File: src/rtl/load_store_unit_if.sv
// Data-memory request/ready bus between the load/store unit and memory.
interface load_store_unit_if #(
  parameter int DATA_WIDTH    = 32,
  parameter int ADDRESS_WIDTH = 32
);
  logic                      mem_req;
  logic                      mem_we;
  logic [ADDRESS_WIDTH-1:0]  mem_addr;
  logic [DATA_WIDTH/8-1:0]   mem_be;
  logic [DATA_WIDTH-1:0]     mem_wdata;
  logic                      mem_ready;
  logic [DATA_WIDTH-1:0]     mem_rdata;

  modport master (output mem_req, mem_we, mem_addr, mem_be, mem_wdata,
                  input  mem_ready, mem_rdata);
  modport slave  (input  mem_req, mem_we, mem_addr, mem_be, mem_wdata,
                  output mem_ready, mem_rdata);
endinterface

File: src/rtl/load_store_unit.sv
// Multi-cycle load/store stage: IDLE -> ACCESS -> DONE handshake with data
// memory, byte-lane enables/replication for stores, extension for loads.

// One byte lane of the store path: enable bit and replicated data byte.
module lsu_lane #(
  parameter int LANE = 0
) (
  input  logic [1:0]  size,   // 0 byte, 1 half, 2 word
  input  logic [1:0]  off,    // byte offset within the word
  input  logic [31:0] wdata,
  output logic        be,
  output logic [7:0]  wbyte
);
  // Lane select follows the access size; data is replicated so any lane sees it.
  always_comb begin
    be    = 1'b0;
    wbyte = wdata[8*LANE +: 8];
    case (size)
      2'd0: begin
        be    = (off == 2'(LANE));
        wbyte = wdata[7:0];
      end
      2'd1: begin
        be    = (off[1] == 1'(LANE / 2));
        wbyte = wdata[8*(LANE % 2) +: 8];
      end
      2'd2: be = 1'b1;
      default: be = 1'b0;
    endcase
  end
endmodule

module load_store_unit #(
  parameter int DATA_WIDTH    = 32,
  parameter int ADDRESS_WIDTH = 32
) (
  input  logic                    clk,
  input  logic                    rst,
  input  logic                    MemRead,
  input  logic                    MemWrite,
  input  logic [2:0]              funct3,
  input  logic [ADDRESS_WIDTH-1:0] addr,
  input  logic [DATA_WIDTH-1:0]   wdata,
  output logic                    stall,
  output logic                    done,
  output logic                    fault,
  output logic [DATA_WIDTH-1:0]   rdata_wb,
  load_store_unit_if.master       mem
);
  localparam int NUM_LANES = DATA_WIDTH / 8;

  typedef enum logic [1:0] {IDLE, ACCESS, DONE} state_t;

  state_t                       state_q, state_d;
  logic                         go, legal, aligned, bad;
  logic [NUM_LANES-1:0]         be_d;
  logic [NUM_LANES-1:0][7:0]    wdata_d;
  logic [2:0]                   f3_q;
  logic [1:0]                   lane_q;
  logic [7:0]                   rbyte;
  logic [15:0]                  rhalf;
  logic [DATA_WIDTH-1:0]        ext;

  assign go = MemRead | MemWrite;

  // Legality: unsigned sizes exist only for loads; a store wins if both are set.
  always_comb begin
    legal   = 1'b0;
    aligned = 1'b0;
    case (funct3)
      3'b000, 3'b001, 3'b010: legal = 1'b1;
      3'b100, 3'b101:         legal = ~MemWrite;
      default:                legal = 1'b0;
    endcase
    case (funct3[1:0])
      2'd0:    aligned = 1'b1;
      2'd1:    aligned = ~addr[0];
      2'd2:    aligned = (addr[1:0] == 2'b00);
      default: aligned = 1'b0;
    endcase
    bad = ~(legal & aligned);
  end

  // Store enables and lane-replicated data, one lane per byte.
  for (genvar i = 0; i < NUM_LANES; i++) begin : g_lane
    lsu_lane #(.LANE(i)) u_lane (
      .size  (funct3[1:0]),
      .off   (addr[1:0]),
      .wdata (wdata),
      .be    (be_d[i]),
      .wbyte (wdata_d[i])
    );
  end

  // Next state plus the combinational stall/request outputs.
  always_comb begin
    state_d     = state_q;
    stall       = 1'b0;
    mem.mem_req = 1'b0;
    case (state_q)
      IDLE: begin
        stall = go;
        if (go) state_d = bad ? DONE : ACCESS;
      end
      ACCESS: begin
        stall       = 1'b1;
        mem.mem_req = 1'b1;
        if (mem.mem_ready) state_d = DONE;
      end
      DONE:    state_d = IDLE;
      default: state_d = IDLE;
    endcase
  end

  // Load extraction from the returned word using the latched size and lane.
  always_comb begin
    rbyte = mem.mem_rdata[{lane_q, 3'b000} +: 8];
    rhalf = lane_q[1] ? mem.mem_rdata[31:16] : mem.mem_rdata[15:0];
    case (f3_q)
      3'b000:  ext = {{24{rbyte[7]}}, rbyte};
      3'b100:  ext = {24'd0, rbyte};
      3'b001:  ext = {{16{rhalf[15]}}, rhalf};
      3'b101:  ext = {16'd0, rhalf};
      default: ext = mem.mem_rdata;
    endcase
  end

  // State register.
  always_ff @(posedge clk or posedge rst) begin
    if (rst) state_q <= IDLE;
    else     state_q <= state_d;
  end

  // Request latch, registered done/fault, and write-back data.
  always_ff @(posedge clk or posedge rst) begin
    if (rst) begin
      mem.mem_we    <= 1'b0;
      mem.mem_addr  <= '0;
      mem.mem_be    <= '0;
      mem.mem_wdata <= '0;
      f3_q          <= 3'd0;
      lane_q        <= 2'd0;
      done          <= 1'b0;
      fault         <= 1'b0;
      rdata_wb      <= '0;
    end else begin
      done  <= (state_d == DONE);
      fault <= (state_q == IDLE) & go & bad;
      if (state_q == IDLE && go && !bad) begin
        mem.mem_we    <= MemWrite;
        mem.mem_addr  <= {addr[ADDRESS_WIDTH-1:2], 2'b00};
        mem.mem_be    <= be_d;
        mem.mem_wdata <= wdata_d;
        f3_q          <= funct3;
        lane_q        <= addr[1:0];
      end
      if (state_q == IDLE && go && bad)
        rdata_wb <= '0;
      else if (state_q == ACCESS && mem.mem_ready && !mem.mem_we)
        rdata_wb <= ext;
    end
  end
endmodule

File: src/flat_wrapper.sv
// flat-port wrapper written by rule: the top's interface ports become plain ports
module load_store_unit_flat 
#(
  parameter int DATA_WIDTH    = 32,
  parameter int ADDRESS_WIDTH = 32
)
  (clk, rst, MemRead, MemWrite, funct3, addr, wdata, stall, done, fault, rdata_wb, mem_mem_req, mem_mem_we, mem_mem_addr, mem_mem_be, mem_mem_wdata, mem_mem_ready, mem_mem_rdata);
  load_store_unit_if #(.DATA_WIDTH(DATA_WIDTH), .ADDRESS_WIDTH(ADDRESS_WIDTH)) mem_i ();
  input  logic clk;
  input  logic rst;
  input  logic MemRead;
  input  logic MemWrite;
  input  logic [2:0] funct3;
  input  logic [ADDRESS_WIDTH-1:0] addr;
  input  logic [DATA_WIDTH-1:0] wdata;
  output logic stall;
  output logic done;
  output logic fault;
  output logic [DATA_WIDTH-1:0] rdata_wb;
  output wire logic [$bits(mem_i.mem_req)-1:0] mem_mem_req;
  output wire logic [$bits(mem_i.mem_we)-1:0] mem_mem_we;
  output wire logic [$bits(mem_i.mem_addr)-1:0] mem_mem_addr;
  output wire logic [$bits(mem_i.mem_be)-1:0] mem_mem_be;
  output wire logic [$bits(mem_i.mem_wdata)-1:0] mem_mem_wdata;
  input wire logic [$bits(mem_i.mem_ready)-1:0] mem_mem_ready;
  input wire logic [$bits(mem_i.mem_rdata)-1:0] mem_mem_rdata;
  assign mem_mem_req = mem_i.mem_req;
  assign mem_mem_we = mem_i.mem_we;
  assign mem_mem_addr = mem_i.mem_addr;
  assign mem_mem_be = mem_i.mem_be;
  assign mem_mem_wdata = mem_i.mem_wdata;
  assign mem_i.mem_ready = mem_mem_ready;
  assign mem_i.mem_rdata = mem_mem_rdata;
  load_store_unit #(.DATA_WIDTH(DATA_WIDTH), .ADDRESS_WIDTH(ADDRESS_WIDTH)) u_core (.clk(clk), .rst(rst), .MemRead(MemRead), .MemWrite(MemWrite), .funct3(funct3), .addr(addr), .wdata(wdata), .stall(stall), .done(done), .fault(fault), .rdata_wb(rdata_wb), .mem(mem_i));
endmodule
File: config.mk
export PLATFORM = sky130hd
export DESIGN_NAME = load_store_unit_flat
export DESIGN_NICKNAME = d
export VERILOG_FILES = /design/src/rtl/load_store_unit_if.sv /design/src/rtl/load_store_unit.sv /design/src/flat_wrapper.sv
export SDC_FILE = /design/constraint.sdc
export NUM_CORES = 1
export LEC_CHECK = 0
export BUFFER_PORTS_ARGS = -buffer_cell sky130_fd_sc_hd__buf_2
export CAP_MARGIN = 30
export CORE_ASPECT_RATIO = 0.5
export CORE_MARGIN = 2
export CORE_UTILIZATION = 44
export DETAILED_ROUTE_END_ITERATION = 12
export PLACE_DENSITY = 0.77
export SETUP_SLACK_MARGIN = 0.02
export SLEW_MARGIN = 15
export SYNTH_ARGS = -nofsm -noshare
export SYNTH_HDL_FRONTEND = slang
export SYNTH_SLANG_ARGS = --single-unit
export TNS_END_PERCENT = 5
File: constraint.sdc
create_clock -name clk -period 3.3 [get_ports clk]
set_input_delay 0.495 -clock clk [delete_from_list [all_inputs] [get_ports clk]]
set_output_delay 0.495 -clock clk [all_outputs]
set_load 0.02 [all_outputs]
* After elaboration in Yosys (flattened, before gate mapping)
Cells that the tools add are included.
** Word-level totals
- Bits in registers :: 108
- Input port bits :: 104
- Word-level logic and storage cells :: 67
** Operators by class
- Eq/ne operators :: 14
- Shift-type cells :: 1
- Muxes and demuxes :: 19
- Bitwise operators :: 8
- Reduce and logical (&&, ||, !) cells :: 15
** Operator list (number)
- case mux 32 bit (4 select lines) :: 1
- two-way mux 32 bit :: 2
- variable part select 32 x 6 -> 8 bit :: 1
- two-way mux 16 bit :: 1
- two-way mux 8 bit :: 2
- case mux 8 bit (2 select lines) :: 1
- case mux 1 bit (3 select lines) :: 5
- equality test 3 bit (second input constant) :: 4
- equality test 2 bit (second input constant) :: 4
- equality test 2 x 1 -> 1 bit (second input constant) :: 3
- equality test 3 x 1 -> 1 bit (second input constant) :: 2
- zero test 2 bit :: 3
- zero test 3 bit :: 2
- two-way mux 2 bit :: 3
- logical AND 1 bit :: 5
- NOT 1 bit :: 4
- case mux 1 bit (2 select lines) :: 2
- case mux 2 bit (2 select lines) :: 1
- OR reduction 2 bit :: 2
- AND 1 bit :: 3
- equality test 3 x 2 -> 1 bit (second input constant) :: 1
- OR reduction 3 bit :: 1
- nonzero test 2 bit :: 1
- zero test 1 bit :: 1
- 2 further kinds :: 2

* Depth between registers and ports, before layout
Gate-level depths: netlist (run 1).
- Word-level depth :: 8
- Gate-level depth with buffers :: 7
- Gate-level depth less buffers :: 4

* Modules after synthesis
From an unflattened synthesis (run 1), not the netlist that was laid out.
** Second synthesis, totals
- Cells, all modules :: 403
- Area, all modules :: 5421.4 um2
** Modules (own cells, without submodules)
- load_store_unit :: times used 1, cells each 339, area an instance 4870.9 um2, seq. area each 2702.6 um2
- lsu_lane (u_core.g_lane[3].u_lane) :: times used 1, cells each 29, area an instance 192.7 um2, seq. area each 0.0 um2
- lsu_lane (u_core.g_lane[2].u_lane) :: times used 1, cells each 13, area an instance 153.9 um2, seq. area each 0.0 um2
- lsu_lane (u_core.g_lane[1].u_lane) :: times used 1, cells each 11, area an instance 118.9 um2, seq. area each 0.0 um2
- lsu_lane (u_core.g_lane[0].u_lane) :: times used 1, cells each 11, area an instance 85.1 um2, seq. area each 0.0 um2

* Worst setup path after synthesis (run 1)
Ideal clock, no wire load.
- Kind :: input to register
- From :: input port funct3[0]
- To :: register u_core.f3_q[1]
- Arrival :: 1.675 ns
- Slack :: 1.500 ns
- Stages on the path :: 6
- Path buffers :: 3
- Path through :: buf_6 nor4_2 o221ai_2 buf_6 buf_6 mux2_4
** On the way
- Word-level cells in the longest chain between the ends :: 5
** Ends and longest elaborated chain
- start: declaration :: RTL line flat_wrapper.sv:13 : input logic [2:0] funct3;
- equality test 3 x 1 -> 1 bit (tied with other cells) :: RTL line load_store_unit.sv:70 : case (funct3)
- OR reduction 3 bit or OR reduction 2 bit (tied branches) :: RTL line load_store_unit.sv:70
- case mux 1 bit (2 select lines) :: RTL line load_store_unit.sv:70
- AND 1 bit (*) :: RTL line load_store_unit.sv:81 : bad = ~(legal & aligned);
- logical AND 1 bit (*) :: RTL line load_store_unit.sv:149 : if (state_q == IDLE && go && !bad) begin
- end signal: assignment :: RTL line load_store_unit.sv:154 : f3_q <= funct3;
- end: declaration :: RTL line load_store_unit.sv:58 : logic [2:0] f3_q;
Mark *: on every way between the ends. The rest lies on a longest branch, timed or not.
A chain may end at the register's enable or synchronous reset.

* Final worst setup path (run 1)
- From :: register u_core.lane_q[1]
- To :: register u_core.rdata_wb[8]
** On the way
- Word-level cells in the longest chain between the ends :: 4
** Ends and longest elaborated chain
- start: declaration :: RTL line load_store_unit.sv:59 : logic [1:0] lane_q;
- start signal: assignment :: RTL line load_store_unit.sv:155 : lane_q <= addr[1:0];
- variable part select 32 x 6 -> 8 bit or two-way mux 16 bit (tied branches) :: RTL line load_store_unit.sv:117, load_store_unit.sv:118
- case mux 32 bit (4 select lines) (*) :: RTL line load_store_unit.sv:119 : case (f3_q)
- two-way mux 32 bit (*) :: RTL line load_store_unit.sv:159 : else if (state_q == ACCESS && mem.mem_ready && !mem.mem_we)
- two-way mux 32 bit (*) :: RTL line load_store_unit.sv:157 : if (state_q == IDLE && go && bad)
- end signal: assignment :: RTL line load_store_unit.sv:160 : rdata_wb <= ext;
- end: declaration :: RTL line load_store_unit.sv:47 : output logic [DATA_WIDTH-1:0] rdata_wb,
Mark *: on every way between the ends. The rest lies on a longest branch, timed or not. The select of a mux whose other input is x is not followed.

==> results of run 1 <==
## worst paths after layout
kind,start,endpoint,slack (ns)
max in group asynchronous,rst,u_core.mem.mem_wdata[17]$_DFFE_PP0P_,2.54
worst max register to register,u_core.lane_q[1]$_DFFE_PP0P_,u_core.rdata_wb[8]$_DFFE_PP0P_,1.08
worst min register to register,u_core.rdata_wb[15]$_DFFE_PP0P_,u_core.rdata_wb[15]$_DFFE_PP0P_,0.47
worst min-delay path,rst,u_core.rdata_wb[31]$_DFFE_PP0P_,0.28
worst max-delay path,u_core.lane_q[1]$_DFFE_PP0P_,u_core.rdata_wb[8]$_DFFE_PP0P_,1.08
min in group clk,mem_mem_ready,u_core.state_q[0]$_DFF_PP0_,0.37
## registers in the layout, indices dropped and copies added, names as in the netlist
signal / count
u_core.mem.mem_wdata: 32
u_core.rdata_wb: 32
u_core.mem.mem_addr: 30
u_core.mem.mem_be: 4
u_core.f3_q: 3
u_core.lane_q: 2
u_core.state_q: 2
u_core.done: 1
u_core.fault: 1
u_core.mem.mem_we: 1
## per-stage QoR
stage               cell area, sq um  hold slack (ns)
global route                    6600            0.362
floorplan                       5130            0.550
CTS                             6600            0.339
finish                          6600            0.277
global placement                6280            0.456
detailed placement              6280            0.460
## cell usage after synthesis (5+ instances only)
cell                        number
sky130_fd_sc_hd__dfrtp_1       108
sky130_fd_sc_hd__mux2_4         41
sky130_fd_sc_hd__nand2_1        41
sky130_fd_sc_hd__o21ai_0        33
sky130_fd_sc_hd__mux2i_1        26
sky130_fd_sc_hd__nand2b_1       21
sky130_fd_sc_hd__a22o_1         16
sky130_fd_sc_hd__nor2_1         16
sky130_fd_sc_hd__clkbuf_1       15
sky130_fd_sc_hd__inv_1          15
sky130_fd_sc_hd__a21oi_1        13
sky130_fd_sc_hd__mux2_2          9
sky130_fd_sc_hd__a21o_1          8
sky130_fd_sc_hd__a221oi_1        8
sky130_fd_sc_hd__buf_2           8
sky130_fd_sc_hd__o2bb2ai_1       8
sky130_fd_sc_hd__buf_6           7
sky130_fd_sc_hd__a222oi_1        5
## routing by layer
metal  GRT usage  vias up  share of wire
met1       0.266     1907           0.44
met3      0.0426       28          0.047
li1            -     1914              -
met2       0.343      121           0.48
met4      0.0798        0          0.029
met5           0        -              0
## tightest hold or removal path, stage by stage
cell                         delay (ns)
sky130_fd_sc_hd__buf_2             0.11
sky130_fd_sc_hd__clkinvlp_4        0.07
sky130_fd_sc_hd__buf_12            0.39
## area by class of cell
cell class | count | share of cell area
Sequential cell | 108 | 0.410
Tap cell | 159 | 0.0302
Timing Repair Buffer | 214 | 0.171
Clock inverter | 6 | 0.0131
Multi-Input combinational cell | 274 | 0.332
Inverter | 15 | 0.00910
Clock buffer | 10 | 0.0347
## power by group
group | switching, mW | internal (mW) | leakage (nW)
combinational | 1.54 | 1.14 | 2.05
sequential | 0.394 | 1.89 | 1.36
clock | 0.477 | 0.666 | 0.153
## cells by family (layout without fill, tap and decap cells)
kind of cell / Yosys count / count (layout) / synth area share
multiplexers: 77 / 77 / 0.195
buffers and inverters: 47 / 245 / 0.0481
AND/OR/NAND/NOR: 90 / 90 / 0.0833
flip-flops: 108 / 108 / 0.527
AO/OA/AOI/OAI: 105 / 105 / 0.146
other: 1 / 2 / 0.000732
==> run metrics, run 1 <==
grt total ovfl 0; number of max-slew violations in the final report 0; fmax 450 MHz; overall power of the completed layout 6.10 mW; Initial DRC Count 221; P&R area growth vs syn 28.7%; antenna-violating nets left 0; HPWL after detailed placement 9400 um; number of warnings reported in the yosys synthesis log 0; TritonCTS sink count 108; GRT Resource Usage Total 0.206; kind of capture point of the worst setup path register; post-synth top area cell sky130_fd_sc_hd__dfrtp_1; depth of the worst register-to-register path 5; Final Worst Setup Slack 1.08 ns; top post-synthesis cells by area sky130_fd_sc_hd__dfrtp_1 53%, sky130_fd_sc_hd__mux2_4 12%, sky130_fd_sc_hd__mux2i_1 5.1%, sky130_fd_sc_hd__o21ai_0 3.2%, sky130_fd_sc_hd__nand2_1 3.0%; Avg Inst Size Synth 12.0 sq um; CTS H-tree lvls 3; final hold viol count 0; area of the core 11200 sq um; vias in the first global route 3885; via count of the routed design 3970; number of buffers inserted during clock tree synthesis 9; post-route fraction of the period consumed by the critical path 0.673; Antenna diodes 0; RSZ-0062 raised after global routing no; post-layout minimum cycle time 2.22 ns; status finished clean; detailed-route wire length 12700 um; clock insertion delay at the later pin of the skew report 0.35 ns; post-placement worst setup slack 0.924 ns; CP max-delay cell sky130_fd_sc_hd__mux4_2; class of the worst hold path input pin to async pin; Yosys cell types 41; share of Yosys cell area claimed by the top area cell type 0.527; relative slew slack 0.504; Non-Filler Instances 786; Leakage Power 3.56 nW; final routed wire length divided by cell count 16.2 um; filler instances 939; Synth async-reset ratio 1.00; first-pass GRT wire length 19900 um; post-synthesis sequential area ratio 0.527; post-detailed-route via-to-cell ratio 5.05; die outline height 80.3 um; count of hold-fix buffers inserted at cts 0; clock input transition at the sequential cells of the worst setup and hold paths 0.07 ns; crit path cell chain buf_4, mux4_2, a21oi_2, a221oi_1, a21o_1; Setup Crit Path Kind register to register; Worst Path Required 3.53 ns; antenna violations before repair 0; Pwr per Cell Area 925 nW/um^2; number of buffers added for setup after CTS 0; kind of cell adding the most delay to the critical path compound AO/OA/AOI/OAI gates; register bit total from synthesis 108; router iterations before antenna repair 5; cell chosen for the clock root sky130_fd_sc_hd__clkbuf_16; element type at the critical path start register; largest net degree at the start of global routing 109; I/O pin count 209; row count 27; Nets 726; number of maximum-capacitance constraint violations 0; number of stages on the worst setup path 5; TritonCTS clock tree done; Worst VDD drop 0.355 mV; final estimated routing congestion in global placement 0.769; final setup violation count 0; commonest cells after routing, fill and taps aside 206 x sky130_fd_sc_hd__buf_2, 108 x sky130_fd_sc_hd__dfrtp_1, 41 x sky130_fd_sc_hd__mux2_4, 41 x sky130_fd_sc_hd__nand2_1, 33 x sky130_fd_sc_hd__o21ai_0; Starting Density 0.458; share of the core filled with cells in the final layout 0.590; Gates resized, CTS repair 0; Synth Instances 428; maximum buffer depth of the clock tree 2; number of synthesized flops with an enable pin 0; dominant synthesized flop cell sky130_fd_sc_hd__dfrtp_1; number of buffers and inverters on the critical path 1; detailed-route DRC error count 0; max incr delay on CP 0.55 ns; layout cell share with drive strength beyond 1 0.461; DIE WIDTH 157 um; area used by multi-input combinational logic 2190 sq um; largest fanout of any net on the critical path 10; Port Buffer Count 206; data arrival time of the critical path 2.45 ns; most frequent standard cell in the layout excluding fill and tap cells sky130_fd_sc_hd__buf_2; die footprint 12600 sq um; placed insts 770; final worst clock skew 0.00878 ns; total negative slack 0 ns; Netlist Area Pre-Place 5120 sq um; FF/Latch Area 2700 sq um; slew at the pin closest to its max-slew limit 0.744 ns
Power figures use the tool's default switching activity.
==> run 2, diff against run 1 <==
clock period = 1.9 ns   (was 3.3 ns; I/O delays follow)
==> run 2 against run 1 <==
Against the previous run: die area did not move; highest routed layer is now met5; flip-flop and latch count did not move; critical path depth fell by 1; final cell count rose by 1.1%; clock power rose by 78%.
==> run metrics, run 2 (synthesis results as in run 1) <==
vias in the first global route 3997 (+2.9%); cell chosen for the clock root sky130_fd_sc_hd__clkbuf_16; largest net degree at the start of global routing 70 (-36%); CP max-delay cell sky130_fd_sc_hd__mux4_2; grt total ovfl 0 (unchanged); slew at the pin closest to its max-slew limit 0.510 ns (-0.234 ns); relative slew slack 0.660 (+0.156); Nets 735 (+1.2%); launching element of the worst setup path u_core.lane_q[1]$_DFFE_PP0P_; placed insts 779 (+1.2%); row count 27 (unchanged); crit path cell chain mux4_2, a21oi_2, a221oi_1, a21o_1; via count of the routed design 3991 (+0.53%); die outline height 80.3 um (unchanged); fin area 6710 sq um (+1.7%); layout cell share with drive strength beyond 1 0.469 (+0.00763); switching part of the total power 0.392 (-0.00235); Port Buffer Count 206 (unchanged); placed standard-cell area 6370 sq um (+1.5%); Setup Crit Path Kind register to register; data arrival time of the critical path 2.04 ns (-0.41 ns); element type at the critical path start register; number of buffers added for setup after CTS 0 (unchanged); number of buffers inserted during clock tree synthesis 9 (unchanged); post-layout minimum cycle time 1.81 ns (-0.416 ns); largest fanout of any net on the critical path 7 (-3); antenna-violating nets left 0 (unchanged); most frequent standard cell in the layout excluding fill and tap cells sky130_fd_sc_hd__buf_2; TritonCTS clock tree done; Non-Filler Instances 795 (+1.1%); final worst clock skew 0.0102 ns (+0.00139 ns); Comb pwr share 0.452 (+0.014); overall power of the completed layout 10.8 mW (+77%); reg-to-reg setup timing slack 0.09 ns (-0.98 ns); status finished clean; class of the worst hold path input pin to async pin; clock input transition at the sequential cells of the worst setup and hold paths 0.07 ns (about the same); GRT Resource Usage Total 0.210 (+0.00420); kind of capture point of the worst setup path register; final estimated routing congestion in global placement 0.803 (+4.5%); filler instances 953 (+1.5%); Antenna diodes 0 (unchanged); area of the core 11200 sq um (unchanged); antenna violations before repair 1 (+1); post-detailed-route via-to-cell ratio 5.02 (-0.61%); commonest cells after routing, fill and taps aside 206 x sky130_fd_sc_hd__buf_2, 108 x sky130_fd_sc_hd__dfrtp_1, 41 x sky130_fd_sc_hd__mux2_4, 41 x sky130_fd_sc_hd__nand2_1, 33 x sky130_fd_sc_hd__o21ai_0; final setup violation count 0 (unchanged); max incr delay on CP 0.55 ns (about the same); critical register-to-register path startpoint u_core.lane_q[1]$_DFFE_PP0P_; Leakage Power 3.62 nW (+1.6%); die footprint 12600 sq um (unchanged); Pwr per Cell Area 1610 nW/um^2 (+74%); DIE WIDTH 157 um (unchanged); maximum buffer depth of the clock tree 2 (unchanged); CTS H-tree lvls 3 (unchanged); registers with the most flip-flops u_core.mem.mem_wdata (32), u_core.rdata_wb (32), u_core.mem.mem_addr (30); total negative slack 0 ns (unchanged); P&R area growth vs syn 30.9%; first-pass GRT wire length 20500 um (+3.3%); sequential fraction of design power 0.361 (-0.013); reg-to-reg critical path endpoint u_core.rdata_wb[12]$_DFFE_PP0P_; router iterations before antenna repair 5 (unchanged); fmax 554 MHz (+23%); detailed-route DRC error count 0 (unchanged); number of max-slew violations in the final report 0 (unchanged); number of buffers and inverters on the critical path 0 (-1); share of the core filled with cells in the final layout 0.600 (+0.0101); Starting Density 0.458 (unchanged); internal power consumption 6.57 mW (+78%); Worst VDD drop 0.682 mV (+92%); Worst Path Required 2.13 ns (-1.40 ns); number of stages on the worst setup path 4 (-1); I/O pin count 209 (unchanged); switching power summed over all nets 4.24 mW (+76%); Initial DRC Count 173 (-22%); final routed wire length divided by cell count 16.4 um (+1.1%); share of power burned in the clock network 0.188 (about the same); HPWL after detailed placement 9740 um (+3.7%); TritonCTS sink count 108 (unchanged); detailed-route wire length 13000 um (+2.2%); number of maximum-capacitance constraint violations 0 (unchanged); clock insertion delay at the later pin of the skew report 0.34 ns (about the same); final hold viol count 0 (unchanged); RSZ-0062 raised after global routing no; post-route fraction of the period consumed by the critical path 0.950 (+0.277); depth of the worst register-to-register path 4 (-1); kind of cell adding the most delay to the critical path compound AO/OA/AOI/OAI gates
## run 2: cell types whose count changed in the layout (fill, tap and decap cells not counted), moves of 2 or more
cell | previous run | this run
sky130_fd_sc_hd__clkinv_4 | 0 | 2
sky130_fd_sc_hd__clkinv_2 | 2 | 0
sky130_fd_sc_hd__buf_4 | 5 | 12
sky130_fd_sc_hd__buf_12 | 3 | 5
## run 2: how the worst max path moves through the flow
stage                                            endpoint  slack, ns
after floorplan           u_core.rdata_wb[14]$_DFFE_PP0P_       0.27
after global placement    u_core.rdata_wb[20]$_DFFE_PP0P_       0.18
after detailed placement  u_core.rdata_wb[17]$_DFFE_PP0P_       0.11
after CTS                 u_core.rdata_wb[12]$_DFFE_PP0P_       0.08
after global routing      u_core.rdata_wb[12]$_DFFE_PP0P_       0.04
final                     u_core.rdata_wb[12]$_DFFE_PP0P_       0.09
## run 2: final cells by class
class | instances | area, sq um | share of cell area
Clock buffer | 11 | 243 | 0.0362
Multi-Input combinational cell | 274 | 2200 | 0.328
Inverter | 15 | 60.1 | 0.00895
Clock inverter | 5 | 85.1 | 0.0127
Sequential cell | 108 | 2700 | 0.403
Timing Repair Buffer | 223 | 1220 | 0.182
Tap cell | 159 | 199 | 0.0297
## run 2: stage by stage
stage          worst slack [ns]  hold slack [ns]
2_1_floorplan             0.266            0.394
3_3_place_gp              0.176            0.433
3_5_place_dp              0.110            0.429
4_1_cts                  0.0842           0.0634
5_1_grt                  0.0431           0.0766
6_report                 0.0947           0.0500
## run 2: what timing repair did
action / in CTS / in global routing
resized for setup: 0 / 1
endpoints found under the setup margin: 0 / 2
hold buffers: 0 / 0
## run 2: routing by layer
layer	wire length, um	up-vias	GRT usage
met2	6600	98	0.371
met1	5680	1949	0.260
met3	528	15	0.0496
met5	16	-	0
met4	173	2	0.0587
li1	-	1927	-
## run 2: worst reg2reg max path: stages (launching register included)
cell and delay, ns:
sky130_fd_sc_hd__dfrtp_1 0.42, sky130_fd_sc_hd__mux4_2 0.55, sky130_fd_sc_hd__a21oi_2 0.39, sky130_fd_sc_hd__a221oi_1 0.16, sky130_fd_sc_hd__a21o_1 0.19
## run 2: power groups by stage
| stage | registers, mW | clock network, mW | logic (mW) |
|---|---|---|---|
| floorplan | 4.99 | 0 | 2.09 |
| global placement | 3.88 | 0 | 4.81 |
| detailed placement | 3.92 | 0 | 4.92 |
| CTS | 3.90 | 2.07 | 4.93 |
| global route | 4.04 | 2.17 | 5.23 |
| finish | 3.90 | 2.03 | 4.89 |
==> run 3, diff against run 2 <==
--- a/config.mk
+++ b/config.mk
@@ -14,3 +14,2 @@
 export PLACE_DENSITY = 0.77
-export SETUP_SLACK_MARGIN = 0.02
 export SLEW_MARGIN = 15
==> constraint.sdc (replaced) <==
create_clock -name clk -period 1.9 [get_ports clk]
set_input_delay 0.19 -clock clk [delete_from_list [all_inputs] [get_ports clk]]
set_output_delay 0.19 -clock clk [all_outputs]
set_load 0.02 [all_outputs]
==> run 3 against run 2 <==
Against the previous run: via count decreased by 0.88%; critical path depth unchanged; final cell count did not move; power fell by 1.2%; design area barely moved; hold slack improved by 0.0028 ns; clock skew decreased by 0.0034 ns; routed wire length shrank 2.0%; critical endpoint is now u_core.rdata_wb[11]$_DFFE_PP0P_; highest routed layer unchanged.
==> run metrics, run 3 (synthesis results as in run 1) <==
final setup violation count 0 (unchanged); registers with the most flip-flops u_core.mem.mem_wdata (32), u_core.rdata_wb (32), u_core.mem.mem_addr (30); Worst VDD drop 0.581 mV (-15%); reg-to-reg critical path endpoint u_core.rdata_wb[11]$_DFFE_PP0P_; commonest cells after routing, fill and taps aside 206 x sky130_fd_sc_hd__buf_2, 108 x sky130_fd_sc_hd__dfrtp_1, 41 x sky130_fd_sc_hd__mux2_4, 41 x sky130_fd_sc_hd__nand2_1, 33 x sky130_fd_sc_hd__o21ai_0; Nets 735 (unchanged); DIE WIDTH 157 um (unchanged); status finished clean; total negative slack 0 ns (unchanged); critical register-to-register path startpoint u_core.lane_q[1]$_DFFE_PP0P_; number of buffers inserted during clock tree synthesis 9 (unchanged); class of the worst hold path input pin to register; data arrival time of the critical path 2.01 ns (-0.03 ns); RSZ-0062 raised after global routing no; number of buffers added for setup after CTS 0 (unchanged); Port Buffer Count 206 (unchanged); maximum buffer depth of the clock tree 2 (unchanged); Antenna diodes 0 (unchanged); number of max-slew violations in the final report 0 (unchanged); largest net degree at the start of global routing 62 (-11%); Setup Crit Path Kind register to register; post-route fraction of the period consumed by the critical path 0.934 (-0.0158); layout cell share with drive strength beyond 1 0.469 (unchanged); cell chosen for the clock root sky130_fd_sc_hd__clkbuf_16; placed insts 778 (-0.13%); Initial DRC Count 175 (+1.2%); post-detailed-route via-to-cell ratio 4.98 (-0.88%); final routed wire length divided by cell count 16.0 um (-2.0%); GRT Resource Usage Total 0.206 (-0.00352); fmax 563 MHz (+1.7%); grt total ovfl 0 (unchanged); antenna-violating nets left 0 (unchanged); overall power of the completed layout 10.7 mW (-1.2%); post-layout minimum cycle time 1.78 ns (-0.0300 ns); first-pass GRT wire length 20000 um (-2.4%); Worst Path Required 2.14 ns (about the same); final hold viol count 0 (unchanged); number of maximum-capacitance constraint violations 0 (unchanged); largest fanout of any net on the critical path 7 (unchanged); Starting Density 0.458 (unchanged); clock insertion delay at the later pin of the skew report 0.35 ns (about the same); vias in the first global route 3943 (-1.4%); via count of the routed design 3956 (-0.88%); depth of the worst register-to-register path 4 (unchanged); HPWL after detailed placement 9610 um (-1.4%); I/O pin count 209 (unchanged); antenna violations before repair 1 (unchanged); clock input transition at the sequential cells of the worst setup and hold paths 0.07 ns (about the same); relative slew slack 0.630 (-0.0294); most frequent standard cell in the layout excluding fill and tap cells sky130_fd_sc_hd__buf_2; row count 27 (unchanged); Pwr per Cell Area 1590 nW/um^2 (-1.1%); Leakage Power 3.62 nW (about the same); Non-Filler Instances 795 (unchanged); die outline height 80.3 um (unchanged); final estimated routing congestion in global placement 0.799 (-0.55%); die footprint 12600 sq um (unchanged); reg-to-reg setup timing slack 0.12 ns (+0.03 ns); P&R area growth vs syn 30.8% (about the same); slew at the pin closest to its max-slew limit 0.553 ns (+0.0430 ns); detailed-route DRC error count 0 (unchanged); area of the core 11200 sq um (unchanged); router iterations before antenna repair 7 (+2); worst hold start mem_mem_ready; number of stages on the worst hold path 2; final worst clock skew 0.00681 ns (-0.00336 ns); element type at the critical path start register; TritonCTS clock tree done; kind of capture point of the worst setup path register; worst hold endpoint u_core.state_q[0]$_DFF_PP0_; TritonCTS sink count 108 (unchanged); CTS H-tree lvls 3 (unchanged); detailed-route wire length 12700 um (-2.0%)
run 3: how the worst max path moves through the flow:
stage                                 start                               to  slack (ns)  cells after the start
2_1_floorplan  u_core.lane_q[1]$_DFFE_PP0P_  u_core.rdata_wb[14]$_DFFE_PP0P_        0.27                      5
3_3_place_gp   u_core.lane_q[1]$_DFFE_PP0P_  u_core.rdata_wb[21]$_DFFE_PP0P_        0.18                      5
3_5_place_dp   u_core.lane_q[1]$_DFFE_PP0P_  u_core.rdata_wb[17]$_DFFE_PP0P_        0.13                      5
4_1_cts        u_core.lane_q[1]$_DFFE_PP0P_  u_core.rdata_wb[30]$_DFFE_PP0P_        0.12                      5
5_1_grt        u_core.lane_q[1]$_DFFE_PP0P_  u_core.rdata_wb[10]$_DFFE_PP0P_        0.02                      4
6_report       u_core.lane_q[1]$_DFFE_PP0P_  u_core.rdata_wb[11]$_DFFE_PP0P_        0.12                      4
run 3: routing by layer:
layer,part of all wire,GRT usage,vias to the layer above,routed length [um]
met5,0.00086,0,-,11
met4,0.019,0.0743,2,244
met3,0.048,0.0507,21,610
met2,0.50,0.343,99,6360
met1,0.43,0.265,1909,5520
li1,-,-,1925,-
run 3: worst max-delay path, cell delays in order (launching register included):
cell and delay [ns]:
sky130_fd_sc_hd__dfrtp_1 0.43, sky130_fd_sc_hd__mux4_2 0.55, sky130_fd_sc_hd__a21oi_2 0.37, sky130_fd_sc_hd__a221oi_1 0.14, sky130_fd_sc_hd__a21o_1 0.18
run 3: timing repair:
action	CTS	global route
endpoints found under the hold margin	22	0
resized for setup	0	1
hold buffers	1	0
endpoints found under the setup margin	0	1
run 3: final cells by class:
class,instances,area (sq um)
flip-flops and latches,108,2700
clock buffers,9,225
fillers,973,4480
inverters,15,60.1
multi-input cells,274,2200
clock inverters,7,82.6
well taps,159,199
repair buffers,223,1240
run 3: power breakdown:
part | total [mW] | switching, mW | internal (mW)
Clock | 1.92 | 0.875 | 1.04
Combinational | 4.87 | 2.77 | 2.09
Sequential | 3.90 | 0.616 | 3.28
run 3: metrics by stage:
step / util / hold WS, ns / cell area [sq um] / setup slack (ns)
after global placement: 0.570 / 0.274 / 6380 / 0.179
after global routing: 0.600 / 0.0520 / 6700 / 0.0230
after floorplan: - / 0.299 / 5130 / 0.266
after detailed placement: 0.570 / 0.278 / 6380 / 0.127
after CTS: 0.599 / 0.0461 / 6700 / 0.125
final: 0.600 / 0.0528 / 6700 / 0.125
